`src/rtl/frame_loader_if.sv`:
```
// Row-stream input and published-frame output bundle for frame_loader.
// Handshake: a row beat transfers on a posedge where in_valid and in_ready are both 1;
// in_row/in_sof must be held stable while in_valid=1 and in_ready=0.
interface frame_loader_if #(
  parameter int Row_Limit = 10
);
  localparam int IdxW = (Row_Limit > 1) ? $clog2(Row_Limit) : 1;

  logic [Row_Limit-1:0]           in_row;
  logic                           in_valid;
  logic                           in_sof;
  logic                           in_ready;
  logic [Row_Limit*Row_Limit-1:0] InData;
  logic                           frame_valid;
  logic                           frame_err;
  logic [7:0]                     frame_cnt;
  logic                           fsm_state;
  logic [IdxW-1:0]                row_idx;

  modport master (
    output in_row, in_valid, in_sof,
    input  in_ready, InData, frame_valid, frame_err, frame_cnt, fsm_state, row_idx
  );

  modport slave (
    input  in_row, in_valid, in_sof,
    output in_ready, InData, frame_valid, frame_err, frame_cnt, fsm_state, row_idx
  );
endinterface

```
`src/rtl/frame_loader.sv`:
```
// Assembles Row_Limit image rows into a shadow frame and publishes the whole frame
// atomically on InData, then holds it for HoldCycles cycles before refilling.
module frame_loader #(
  parameter int Row_Limit  = 10,
  parameter int HoldCycles = 2
) (
  input logic          clk,
  input logic          rst,
  frame_loader_if.slave bus
);
  typedef enum logic {FILL = 1'b0, HOLD = 1'b1} state_t;

  localparam int IdxW   = (Row_Limit > 1) ? $clog2(Row_Limit) : 1;
  localparam int FrameW = Row_Limit * Row_Limit;

  state_t          state_q, state_d;
  logic [7:0]      hold_q, hold_d;
  logic [IdxW-1:0] row_idx_q, wr_idx;
  logic [FrameW-1:0] shadow_q, shadow_d, data_q;
  logic [7:0]      cnt_q;
  logic            err_q;
  logic            ready, accept, orphan, resync, wr_en, last;

  assign ready  = (state_q == FILL);
  assign accept = bus.in_valid && ready;

  // A sof beat always restarts at row 0; a non-sof beat with no frame in progress is dropped.
  always_comb begin
    wr_idx   = bus.in_sof ? '0 : row_idx_q;
    orphan   = accept && !bus.in_sof && (row_idx_q == '0);
    resync   = accept && bus.in_sof && (row_idx_q != '0);
    wr_en    = accept && !orphan;
    last     = wr_en && (wr_idx == IdxW'(Row_Limit - 1));
    shadow_d = shadow_q;
    if (wr_en) begin
      shadow_d[int'(wr_idx) * Row_Limit +: Row_Limit] = bus.in_row;
    end
  end

  always_ff @(posedge clk) begin
    if (rst) begin
      state_q <= FILL;
      hold_q  <= '0;
    end else begin
      state_q <= state_d;
      hold_q  <= hold_d;
    end
  end

  always_comb begin
    state_d = state_q;
    hold_d  = hold_q;
    case (state_q)
      FILL: begin
        if (last) begin
          state_d = HOLD;
          hold_d  = 8'(HoldCycles);
        end
      end
      HOLD: begin
        if (hold_q <= 8'd1) begin
          state_d = FILL;
          hold_d  = '0;
        end else begin
          hold_d = hold_q - 8'd1;
        end
      end
      default: begin
        state_d = FILL;
        hold_d  = '0;
      end
    endcase
  end

  // The final row is merged straight from shadow_d so InData updates in one step.
  always_ff @(posedge clk) begin
    if (rst) begin
      row_idx_q <= '0;
      shadow_q  <= '0;
      data_q    <= '0;
      cnt_q     <= '0;
      err_q     <= 1'b0;
    end else begin
      err_q <= orphan || resync;
      if (wr_en) begin
        shadow_q <= shadow_d;
      end
      if (last) begin
        row_idx_q <= '0;
        data_q    <= shadow_d;
        cnt_q     <= cnt_q + 8'd1;
      end else if (wr_en) begin
        row_idx_q <= wr_idx + 1'b1;
      end
    end
  end

  assign bus.in_ready    = ready;
  assign bus.InData      = data_q;
  assign bus.frame_valid = (state_q == HOLD);
  assign bus.frame_err   = err_q;
  assign bus.frame_cnt   = cnt_q;
  assign bus.fsm_state   = state_q;
  assign bus.row_idx     = row_idx_q;
endmodule

```
`src/flat_wrapper.sv`:
```
// flat-port wrapper written by rule: the top's interface ports become plain ports
module frame_loader_flat 
#(
  parameter int Row_Limit  = 10,
  parameter int HoldCycles = 2
)
  (clk, rst, bus_in_row, bus_in_valid, bus_in_sof, bus_in_ready, bus_InData, bus_frame_valid, bus_frame_err, bus_frame_cnt, bus_fsm_state, bus_row_idx);
  frame_loader_if #(.Row_Limit(Row_Limit)) bus_i ();
  input logic clk;
  input logic rst;
  input wire logic [$bits(bus_i.in_row)-1:0] bus_in_row;
  input wire logic [$bits(bus_i.in_valid)-1:0] bus_in_valid;
  input wire logic [$bits(bus_i.in_sof)-1:0] bus_in_sof;
  output wire logic [$bits(bus_i.in_ready)-1:0] bus_in_ready;
  output wire logic [$bits(bus_i.InData)-1:0] bus_InData;
  output wire logic [$bits(bus_i.frame_valid)-1:0] bus_frame_valid;
  output wire logic [$bits(bus_i.frame_err)-1:0] bus_frame_err;
  output wire logic [$bits(bus_i.frame_cnt)-1:0] bus_frame_cnt;
  output wire logic [$bits(bus_i.fsm_state)-1:0] bus_fsm_state;
  output wire logic [$bits(bus_i.row_idx)-1:0] bus_row_idx;
  assign bus_i.in_row = bus_in_row;
  assign bus_i.in_valid = bus_in_valid;
  assign bus_i.in_sof = bus_in_sof;
  assign bus_in_ready = bus_i.in_ready;
  assign bus_InData = bus_i.InData;
  assign bus_frame_valid = bus_i.frame_valid;
  assign bus_frame_err = bus_i.frame_err;
  assign bus_frame_cnt = bus_i.frame_cnt;
  assign bus_fsm_state = bus_i.fsm_state;
  assign bus_row_idx = bus_i.row_idx;
  frame_loader #(.Row_Limit(Row_Limit), .HoldCycles(HoldCycles)) u_core (.clk(clk), .rst(rst), .bus(bus_i));
endmodule
```
`config.mk`:
```
export PLATFORM = sky130hd
export DESIGN_NAME = frame_loader_flat
export DESIGN_NICKNAME = d
export VERILOG_FILES = /design/src/rtl/frame_loader_if.sv /design/src/rtl/frame_loader.sv /design/src/flat_wrapper.sv
export SDC_FILE = /design/constraint.sdc
export NUM_CORES = 1
export LEC_CHECK = 0
export CORE_ASPECT_RATIO = 1.75
export CORE_MARGIN = 2
export CORE_UTILIZATION = 56
export DETAILED_ROUTE_END_ITERATION = 16
export PLACE_DENSITY_LB_ADDON = 0.3
export SYNTH_ARGS = -nofsm -noshare
export SYNTH_HDL_FRONTEND = slang
export SYNTH_SLANG_ARGS = --single-unit
```
`constraint.sdc`:
```
create_clock -name clk -period 5.8 [get_ports clk]
set_input_delay 0.87 -clock clk [delete_from_list [all_inputs] [get_ports clk]]
set_output_delay 0.87 -clock clk [all_outputs]
set_load 0.02 [all_outputs]
```
==> flow_summary.yaml <==
yosys:
  yosysTopAreaCell: "dfxtp_1"
  ys_types: 86
  ys.flop_type: "dfxtp_1"
  synth_xor_area_share_pct: 1.58
  netlist_area_um2: 10300
  yosys.area_share.adder_pct: 1.53
  synth_top_family_by_area: "simple AND/OR/NAND/NOR gates"
  synthMuxAreaShare_pct: 8.42
  avgSynthCellArea_um2: 8.64
  synth_edf_count: 0
  synth_compound_area_share_pct: 19.7
  async_flop_share_pct: 0
  synth_top_cells_by_area: "dfxtp_1 43%, mux2i_1 8.0%, nor2_1 5.7%, a21oi_1 4.0%, nand2_1 3.9%"
  yosys_warnings: 0
  synth.ff_latch_count: 222
  synth-simple-area-share_pct: 21.1
  syn_inst: 1190
  synth_nets: 1216
  synth-seq-area-share_pct: 43.2
  synth_top_area_share_pct: 43.2
finish:
  layout_commonest_cell: "dfxtp_1"
  nets: 1323
  diodes: 0
  fin_util_pct: 68.6
  layout-drive-gt1-share_pct: 9.17
  final_cell_mix: "222 x dfxtp_1, 156 x nor2_1, 128 x clkdlybuf4s50_1, 108 x nand2_1, 83 x a21oi_1"
  final_area_um2: 12400
  area_growth_pct: 20.4
global_route:
  grt_pass1_vias: 9277
  grt_overflow: 0
  grt_util_met1_pct: 32.5
  grt_util_met3_pct: 3.77
  grt_pass1_wl_mm: 48.5
  antenna_found_initial: 0
  grt.met2_usage_pct: 58.6
  grt_usage_pct: 31.4
  grt_max_degree: 76
  grt.busiest_layer: "met2"
critical_path:
  cp.required_ns: 6.17
  slowest_stage: "clkdlybuf4s50_1"
  worstSetupPathType: "in2reg"
  cp-start-kind: "primary input"
  end_kind: "flop"
  slowest_delay_ns: 0.63
  cpMostUsedCell: "ha_1"
  worst-path-max-fanout: 9
  path_cells: "clkdlybuf4s50_1 -> inv_2 -> nand2_1 -> inv_1 -> ha_1 -> ha_1 -> fa_1 -> xnor2_4 -> and3_1 -> ha_1 -> or3b_1 -> a31oi_1 -> a21o_1 -> buf_4 -> nand4_1 -> a211oi_2 -> nand2b_1 -> a21oi_1"
  crit_arrival_ns: 5.24
run:
  timing.max_cap.violations: 0
timing:
  finalHoldViolations: 0
  finalSetupViolations: 0
  finalCritPeriodShare_pct: 84.1
  fmax_ghz: 0.205
  fin_crit_ns: 4.88
  rsz0062_at_grt: "no"
  skew_ns: 0.0138
  max_slew.worst_pin.slew_ns: 1.27
  slew_headroom_pct: 14.8
  tns_ns: 0
  hold-worst-slack_ns: 0.453
  slew_viol_final: 0
power_and_ir_drop:
  power.leakage_uw: 0.00459
  p_clk_share_pct: 39.0
  vdd_drop_max_mv: 0.257
  combPwrFrac_pct: 14.2
  total_power_uw: 3280
  p_sw_uw: 914
  internal_power_uw: 2370
  p_per_area_nw_per_um2: 265
  pwr-share-seq_pct: 46.8
  p_sw_share_pct: 27.9
route:
  wl_per_cell_um: 20.3
  ant_nets: 0
  drtIter0Drc: 705
  drc_errors: 0
  num_vias: 9425
  firstDrtPassIters: 6
  drt-total-wl_mm: 31.2
  vias_per_cell: 6.11
clocking:
  clockRootBuffer: "clkbuf_16"
  cts_resized: 0
  clkSlewWorstSetupHoldPaths_ns: 0.06
  clockBufferDepth: 3
  cts_setup_buffers: 0
  clk_latency_ns: 0.51
  cts_tree: "done"
  cts_made_buffers: 20
  ctsHtreeMaxLevel: 1
  cts_sinks: 222
  cts_hold_buf: 0
floorplan:
  die_h_um: 183
  rows: 65
  coreArea_um2: 18100
  fp.dieW_um: 106
  start_util_pct: 57.0
  dieArea_um2: 19500
  pin_count: 130
placement:
  portBuffers: 129
  gp_congestion: 1.06
  dp_hpwl_mm: 22.8
  place_area_um2: 11800
min_path:
  hp-class: "reg2reg"
status:
  status: "complete, no violations"
==> cell usage after synthesis, drive strengths merged, types with 8 or more instances <==
master	instances
nand2b	13
a221o	8
nand2	111
o22ai	22
o21ai	91
dfxtp	222
and2	13
clkbuf	48
a211oi	9
nor2	158
nand4	18
a21oi	88
nand3	52
inv	23
o211ai	20
nor2b	8
o211a	8
ha	11
a31oi	11
nor3	35
mux2i	82
buf	30
==> worst max-delay path, delay by kind of cell <==
family | cells | cell delay (ns)
xor+xnor | 1 | 0.23
simple gates | 5 | 0.95
buf+inv | 4 | 1.02
fa+ha+maj | 4 | 1.19
compound gates | 4 | 0.97
==> sequential cells by signal, summed over array words and instances (netlist names) <==
signal	count
u_core.bus.frame_cnt	8
u_core.hold_q	8
u_core.shadow_q	100
u_core.bus.row_idx	4
u_core.bus.InData	100
u_core.bus.frame_err	1
u_core.bus.frame_valid	1
==> power groups by stage <==
| stage | combinational [uW] | clock [uW] | sequential [uW] |
|---|---|---|---|
| global route | 486 | 1350 | 1540 |
| floorplan | 308 | 0 | 1570 |
| CTS | 452 | 1290 | 1540 |
| global placement | 448 | 0 | 1570 |
| finish | 465 | 1280 | 1540 |
| detailed placement | 450 | 0 | 1570 |
==> final timing paths <==
kind,from,end,slack [ns],depth (start not counted)
max,bus_in_sof,u_core.shadow_q[71],0.92,18
min,u_core.bus.InData[6],u_core.bus.InData[6],0.45,2
max reg2reg,u_core.bus.row_idx[1],u_core.shadow_q[71],1.35,16
min reg2reg,u_core.bus.InData[6],u_core.bus.InData[6],0.45,2
==> area by class of cell <==
cell class              count  area, um2
flip-flops and latches    222       4440
clock inverters             8       81.3
inverters                  24       90.1
fillers                  1485       5670
clock buffers              25        539
multi-input cells         866       5390
well taps                 234        293
repair buffers            163       1540
==> cells by family after synthesis <==
| logic type | after synthesis |
|---|---|
| DFF | 222 |
| and+or+nand+nor | 443 |
| adders and majority gates | 12 |
| xor gates and xnor gates | 13 |
| AOI/OAI and AO/OA | 312 |
| muxes | 86 |
| buffers and inverters | 102 |
==> through the flow <==
| stage | cells | setup slack, ns |
|---|---|---|
| after floorplan | 1190 | 1.26 |
| after global placement | 1509 | 0.540 |
| after detailed placement | 1509 | 0.460 |
| after CTS | 1542 | 0.969 |
| after global routing | 1542 | 0.597 |
| final | 1542 | 0.922 |
==> layer usage <==
metal | wire (um) | share of wire (%)
met3 | 1550 | 5.0
met4 | 2180 | 7.0
met1 | 11200 | 36
met2 | 16300 | 52
met5 | 0 | 0
Power figures use the tool's default switching activity.
